File: src/rtl/fetch_unit_pkg.sv
// rtl/fetch_unit_pkg.sv - shared processor constants and fetch types
// Purpose: constants shared by the fetch stage and its neighbours.
//   INST_W           instruction word width
//   RESET_PC_DEFAULT default first fetch address after reset
//   NOP_INST         instruction presented to decode while nothing is valid
//   fetch_entry_t    one instruction buffer entry {pc, inst}
package fetch_unit_pkg;

   localparam int                INST_W           = 32;
   localparam logic [31:0]       RESET_PC_DEFAULT = 32'h0000_0000;
   localparam logic [INST_W-1:0] NOP_INST         = 32'h0000_0013;

   typedef struct packed {
      logic [31:0]       pc;
      logic [INST_W-1:0] inst;
   } fetch_entry_t;

endpackage

File: src/rtl/fetch_fifo.sv
// rtl/fetch_fifo.sv - small synchronous FIFO with flush
// Purpose: DEPTH-entry FIFO used as the instruction buffer and the PC queue.
// Ports:
//   clk, rst_n        clock, asynchronous active-low reset
//   flush             empties the FIFO (wins over push/pop)
//   push, push_data   write one entry (ignored when full)
//   pop               remove the head entry (ignored when empty)
//   head              current head entry (RESET_VAL straight out of reset)
//   full, empty       occupancy flags
//   count             number of valid entries
module fetch_fifo #(
   parameter int              WIDTH     = 64,
   parameter int              DEPTH     = 2,
   parameter logic [WIDTH-1:0] RESET_VAL = '0
) (
   input  logic                       clk,
   input  logic                       rst_n,
   input  logic                       flush,
   input  logic                       push,
   input  logic [WIDTH-1:0]           push_data,
   input  logic                       pop,
   output logic [WIDTH-1:0]           head,
   output logic                       full,
   output logic                       empty,
   output logic [$clog2(DEPTH+1)-1:0] count
);

   localparam int CW = $clog2(DEPTH+1);
   localparam int AW = (DEPTH > 1) ? $clog2(DEPTH) : 1;

   logic [WIDTH-1:0] mem [DEPTH];
   logic [AW-1:0]    rd_ptr;
   logic [AW-1:0]    wr_ptr;
   logic             do_push;
   logic             do_pop;

   // Pointers wrap explicitly so DEPTH need not be a power of two.
   function automatic logic [AW-1:0] ptr_next(input logic [AW-1:0] p);
      return (p == AW'(DEPTH-1)) ? '0 : p + 1'b1;
   endfunction

   assign empty   = (count == '0);
   assign full    = (count == CW'(DEPTH));
   assign head    = mem[rd_ptr];
   assign do_push = push && !full;
   assign do_pop  = pop && !empty;

   always_ff @(posedge clk or negedge rst_n) begin
      if (!rst_n) begin
         for (int i = 0; i < DEPTH; i++) mem[i] <= RESET_VAL;
         rd_ptr <= '0;
         wr_ptr <= '0;
         count  <= '0;
      end else if (flush) begin
         rd_ptr <= '0;
         wr_ptr <= '0;
         count  <= '0;
      end else begin
         if (do_push) begin
            mem[wr_ptr] <= push_data;
            wr_ptr      <= ptr_next(wr_ptr);
         end
         if (do_pop) rd_ptr <= ptr_next(rd_ptr);
         count <= count + CW'(do_push) - CW'(do_pop);
      end
   end

endmodule

File: src/rtl/fetch_unit.sv
// rtl/fetch_unit.sv - credit-based instruction fetch with redirect
// Purpose: issues in-order word fetches, buffers returned instructions for
// decode, and squashes wrong-path responses after a redirect.
// Ports:
//   clk, rst_n                       clock, asynchronous active-low reset
//   imem_req_valid/addr/ready        fetch request handshake
//   imem_rsp_valid/data              in-order instruction responses
//   redirect_valid/pc                taken branch/jump from execute
//   inst_valid/data/pc, inst_ready   instruction handoff to decode
module fetch_unit
   import fetch_unit_pkg::*;
#(
   parameter logic [31:0] RESET_PC = RESET_PC_DEFAULT,
   parameter int          DEPTH    = 2
) (
   input  logic              clk,
   input  logic              rst_n,
   output logic              imem_req_valid,
   output logic [31:0]       imem_req_addr,
   input  logic              imem_req_ready,
   input  logic              imem_rsp_valid,
   input  logic [INST_W-1:0] imem_rsp_data,
   input  logic              redirect_valid,
   input  logic [31:0]       redirect_pc,
   output logic              inst_valid,
   output logic [INST_W-1:0] inst_data,
   output logic [31:0]       inst_pc,
   input  logic              inst_ready
);

   localparam int CW = $clog2(DEPTH+1);

   logic [31:0]   pc;
   logic [CW-1:0] outstanding;
   logic [CW-1:0] discard;
   logic [CW:0]   credit_used;

   fetch_entry_t  buf_head;
   fetch_entry_t  buf_in;
   logic          buf_full, buf_empty, buf_push, buf_pop;
   logic [CW-1:0] buf_count;
   logic [31:0]   pcq_head;
   logic          pcq_full, pcq_empty;
   logic [CW-1:0] pcq_count;

   logic accept;
   logic rsp_live;
   logic rsp_take;

   // Credit counts both words in flight and words already buffered, so every
   // response always has a buffer slot waiting for it.
   assign credit_used    = {1'b0, outstanding} + {1'b0, buf_count};
   assign imem_req_valid = (credit_used < (CW+1)'(DEPTH)) && !redirect_valid;
   assign imem_req_addr  = pc;
   assign accept         = imem_req_valid && imem_req_ready;

   // A response with nothing outstanding is a leftover from before reset.
   assign rsp_live = imem_rsp_valid && (outstanding != '0);
   assign rsp_take = rsp_live && (discard == '0);

   assign buf_in.pc   = pcq_head;
   assign buf_in.inst = imem_rsp_data;
   assign buf_push    = rsp_take && !redirect_valid;
   assign buf_pop     = inst_valid && inst_ready;

   assign inst_valid = !buf_empty;
   assign inst_data  = buf_head.inst;
   assign inst_pc    = buf_head.pc;

   fetch_fifo #(
      .WIDTH     ($bits(fetch_entry_t)),
      .DEPTH     (DEPTH),
      .RESET_VAL ({RESET_PC, NOP_INST})
   ) u_inst_buf (
      .clk       (clk),
      .rst_n     (rst_n),
      .flush     (redirect_valid),
      .push      (buf_push),
      .push_data (buf_in),
      .pop       (buf_pop),
      .head      (buf_head),
      .full      (buf_full),
      .empty     (buf_empty),
      .count     (buf_count)
   );

   fetch_fifo #(
      .WIDTH     (32),
      .DEPTH     (DEPTH),
      .RESET_VAL (RESET_PC)
   ) u_pc_queue (
      .clk       (clk),
      .rst_n     (rst_n),
      .flush     (redirect_valid),
      .push      (accept),
      .push_data (pc),
      .pop       (rsp_take),
      .head      (pcq_head),
      .full      (pcq_full),
      .empty     (pcq_empty),
      .count     (pcq_count)
   );

   always_ff @(posedge clk or negedge rst_n) begin
      if (!rst_n) begin
         pc          <= RESET_PC;
         outstanding <= '0;
         discard     <= '0;
      end else begin
         outstanding <= outstanding + CW'(accept) - CW'(rsp_live);
         if (redirect_valid) begin
            pc <= {redirect_pc[31:2], 2'b00};
            // Everything still in flight after this cycle is wrong-path.
            discard <= outstanding - CW'(rsp_live);
         end else begin
            if (accept) pc <= pc + 32'd4;
            if (rsp_live && (discard != '0)) discard <= discard - CW'(1);
         end
      end
   end

   always_ff @(posedge clk) begin
      if (rst_n) begin
         assert (!(buf_push && buf_full))
            else $error("fetch_unit: instruction buffer push while full");
         assert (!(accept && pcq_full))
            else $error("fetch_unit: pc queue push while full");
         assert (!(rsp_take && pcq_empty))
            else $error("fetch_unit: response without a queued pc");
         assert (CW'(pcq_count + discard) == outstanding)
            else $error("fetch_unit: pc queue out of step with outstanding");
         assert (!(imem_rsp_valid && (outstanding == '0)))
            else $warning("fetch_unit: stray imem response ignored");
      end
   end

endmodule

File: config.mk
export PLATFORM = sky130hd
export DESIGN_NAME = fetch_unit
export DESIGN_NICKNAME = d
export VERILOG_FILES = /design/src/rtl/fetch_unit_pkg.sv /design/src/rtl/fetch_fifo.sv /design/src/rtl/fetch_unit.sv
export SDC_FILE = /design/constraint.sdc
export NUM_CORES = 1
export LEC_CHECK = 0
export CAP_MARGIN = 20
export CORE_MARGIN = 2
export CORE_UTILIZATION = 36
export CTS_CLUSTER_SIZE = 10
export DETAILED_ROUTE_END_ITERATION = 6
export PLACE_DENSITY_LB_ADDON = 0.25
export REMOVE_ABC_BUFFERS = 1
export SYNTH_ARGS = -nofsm -noshare
export SYNTH_HDL_FRONTEND = slang
export SYNTH_SLANG_ARGS = --single-unit
File: constraint.sdc
create_clock -name clk -period 3.95 [get_ports clk]
set_input_delay 0.9875 -clock clk [delete_from_list [all_inputs] [get_ports clk]]
set_output_delay 0.9875 -clock clk [all_outputs]
set_load 0.005 [all_outputs]
==> impl_metrics.tcl <==
set metrics [dict create \
    status "complete, no violations" \
    cts_buffers 28 \
    ios 168 \
    final.min_clock_period_ns 3.389 \
    worstPathMaxFanout 43 \
    critical_path.slowest_cell "dfrtp_4" \
    hold_buffers 0 \
    p_total_w 0.009646 \
    synth_top_family_by_area "multiplexers" \
    end_kind "primary output" \
    die_h_um 174.5 \
    track_usage_pct 16.23 \
    port_buffers 161 \
    max_freq_mhz 295.1 \
    via_count 6786 \
    grt_antenna_before_repair 1 \
    worstSetupPathDepth 3 \
    powerDensity_nw_per_um2 721.9 \
    clockPowerShare_pct 24.2 \
    comb_power_share_pct 36.8 \
    cp_cell_sequence "buf_12, mux2_2, clkdlybuf4s50_1" \
    worstSetupPathType "reg -> out" \
    die_area_um2 30450 \
    die_x_um 174.5 \
    r2r_cells 7 \
    finalClockSkew_ns 0.01293 \
    cts_resized 0 \
    vdd_drop_max_v 0.0003142 \
    max_stage_delay_ns 0.65 \
    via_per_inst 5.038 \
    syn_area_per_cell_um2 13.44 \
    drive_gt1_share_pct 36.07 \
    setup_viol 0 \
    seqPwrFrac_pct 39.0 \
    start_util_pct 36.46 \
    path_delay_family "buffers and inverters" \
    path_clk_slew_ns 0.06 \
    area_delta_synth_final_pct 27.67 \
    grt_max_degree 87 \
    fillCellCount 2672 \
    min_path_type "in -> async" \
    drv_slew 0 \
    cts_setup_buffers 0 \
    synthXorXnorAreaFrac_pct 1.674 \
    hold_violations 0 \
    synth-simple-area-share_pct 6.611 \
    htreeDepth 1 \
    synth_area_um2 10470 \
    hold_slack_ns 0.4499 \
    p_int_w 0.006958 \
    yosys-mux-area-fraction_pct 29.89 \
    grt_pass1_vias 7102 \
    drc 0 \
    synth-seq-cells 226 \
    yosysWarnings 0 \
    maxSlewHeadroom_pct 50.85 \
    p_sw_w 0.002688 \
    maxCapViolCount 0 \
    hpwl_mm 16.22 \
    synth_cell_type_count 42 \
    nNetsFinal 1025 \
    fp-row-count 62 \
    swShare_pct 27.86 \
    finalWirelength_mm 24.29 \
    syn_inst 779 \
    wl_per_cell_um 18.03 \
    drtIter0Drc 269 \
    synthAdderAreaFrac_pct 1.267 \
    rsz0062_at_grt "no" \
    cp-start-kind "register" \
    post-route-period-util_pct 85.79 \
    arrival_ns 2.40 \
    root_buffer "clkbuf_16" \
    synth-compound-area-share_pct 3.395 \
    finalWeightedCongestion 0.7169 \
    grt.overflow.total 0 \
    critPathRequiredTime_ns 2.96 \
    clock_latency_ns 0.53 \
    p_leak_nw 5.711 \
    drtAntennaViolNets 0 \
    tightest_slew_ns 0.7353 \
    grt_pass1_wl_mm 39.58 \
    cts_tree "yes" \
    clock-sinks 226 \
    dr.pass1.iters 4 \
    core-area_um2 28700 \
    worst-path-buf-inv 2 \
    synth_seq_area_share_pct 54.11 \
    cts_buffer_depth 3 \
]
[worst reg2reg max path, delay by kind of cell (launching register included)]
| kind | cells | cell delay [ns] |
|---|---|---|
| adder cells (fa/ha/maj) | 1 | 0.50 |
| buffers and inverters | 1 | 0.09 |
| AO/OA/AOI/OAI | 1 | 0.18 |
| flip-flops | 1 | 0.39 |
| AND/OR/NAND/NOR | 4 | 1.74 |
[flip-flops by register name, indices dropped and copies added (netlist names)]
register,flops
imem_req_addr,30
u_inst_buf.rd_ptr,1
u_pc_queue.count,2
u_inst_buf.wr_ptr,1
u_pc_queue.mem,60
u_pc_queue.rd_ptr,1
u_pc_queue.wr_ptr,1
u_inst_buf.count,2
discard,2
u_inst_buf.mem,124
outstanding,2
[synthesized netlist by cell type (all sizes together)]
library cell	instances	area share [%]
nor2b	5	0.30
mux2i	2	0.19
clkbuf	25	1.2
nand4	11	0.66
o211ai	3	0.22
or3	4	0.25
clkdlybuf4s50	1	0.11
xnor2	16	1.3
o41ai	2	0.17
dfrtp	220	53
buf	22	1.2
or4	18	1.3
nand3	14	0.67
inv	14	0.50
fa	1	0.19
nor4	2	0.12
conb	1	0.036
ha	9	1.1
and3	6	0.36
xor2	4	0.33
a31oi	17	1.0
and2	5	0.30
dfstp	6	1.5
nor3b	1	0.12
nand2	24	0.86
o311ai	1	0.084
mux2	276	30
nor3	6	0.29
or2	1	0.060
o21ai	14	0.67
and4	2	0.17
or3b	1	0.084
a31o	2	0.17
nor4b	1	0.084
nor2	27	0.97
o31ai	15	1.1
[metrics by stage]
stage               utilization [%]  setup TNS, ns  cell area (um2)  setup slack, ns  instances
finish                        46.56              0            13360           0.5611       1347
global route                  46.55              0            13360           0.4266       1346
CTS                           46.55              0            13360           0.4849       1346
detailed placement            43.63              0            12520           0.5605       1299
global placement              43.63              0            12520           0.5817       1299
floorplan                         -         -65.86            10210          -0.9766        734
[power groups by stage]
stage	clock [W]	combinational [W]	sequential (W)
finish	0.00234	0.00354	0.00376
global route	0.00253	0.00388	0.00389
CTS	0.00241	0.00362	0.00377
detailed placement	0	0.00359	0.00380
global placement	0	0.00355	0.00377
floorplan	0	0.00205	0.00366
[cells by family after synthesis]
group,Yosys count
buffers and inverters,62
adder cells (fa/ha/maj),10
AND/OR/NAND/NOR,128
flip-flops,226
multiplexers,278
other,1
AO/OA/AOI/OAI,54
XOR/XNOR,20
[area by class of cell]
class | instances | area [um2] | area share, %
flip-flops and latches | 226 | 5667 | 42.41
multi-input cells | 494 | 4518 | 33.81
repair buffers | 181 | 1804 | 13.50
clock buffers | 46 | 829.5 | 6.208
well taps | 384 | 480.5 | 3.596
inverters | 14 | 52.55 | 0.3933
clock inverters | 1 | 8.758 | 0.06554
diodes | 1 | 2.502 | 0.01873
[placed cells by master (no fill, tap or decap), types with 5 or more instances in the layout]
master,Yosys,routed
mux2_2,276,276
dfrtp_1,220,219
clkdlybuf4s50_1,0,160
clkbuf_16,0,29
nor2_1,27,27
nand2_1,24,23
or4_1,17,17
a31oi_1,17,17
buf_4,4,17
xnor2_1,16,16
o31ai_1,15,15
inv_1,14,14
o21ai_0,14,14
nand3_1,14,14
clkbuf_1,22,13
nand4_1,11,11
ha_1,9,9
and3_1,6,6
dfstp_2,6,6
and2_1,5,5
nor3_1,6,5
[per-layer routing]
layer / track usage, % / vias up / wire, um
met5: 0 / - / 0
met4: 3.646 / 0 / 498
met3: 3.259 / 34 / 1459
met1: 23.28 / 3442 / 11390
li1: - / 3152 / -
met2: 25.43 / 158 / 10940
[worst paths after layout]
check                                          end               start  slack [ns]
max in group asynchronous        u_inst_buf.mem[0]               rst_n        2.59
worst min register to register  u_inst_buf.mem[39]  u_inst_buf.mem[39]        0.50
worst min-delay path            u_inst_buf.mem[53]               rst_n        0.45
min in group clk                u_inst_buf.mem[39]  u_inst_buf.mem[39]        0.50
worst max-delay path                   inst_pc[11]   u_inst_buf.rd_ptr        0.56
worst max register to register   imem_req_addr[22]      outstanding[0]        0.97
(Power assumes the default switching activity.)
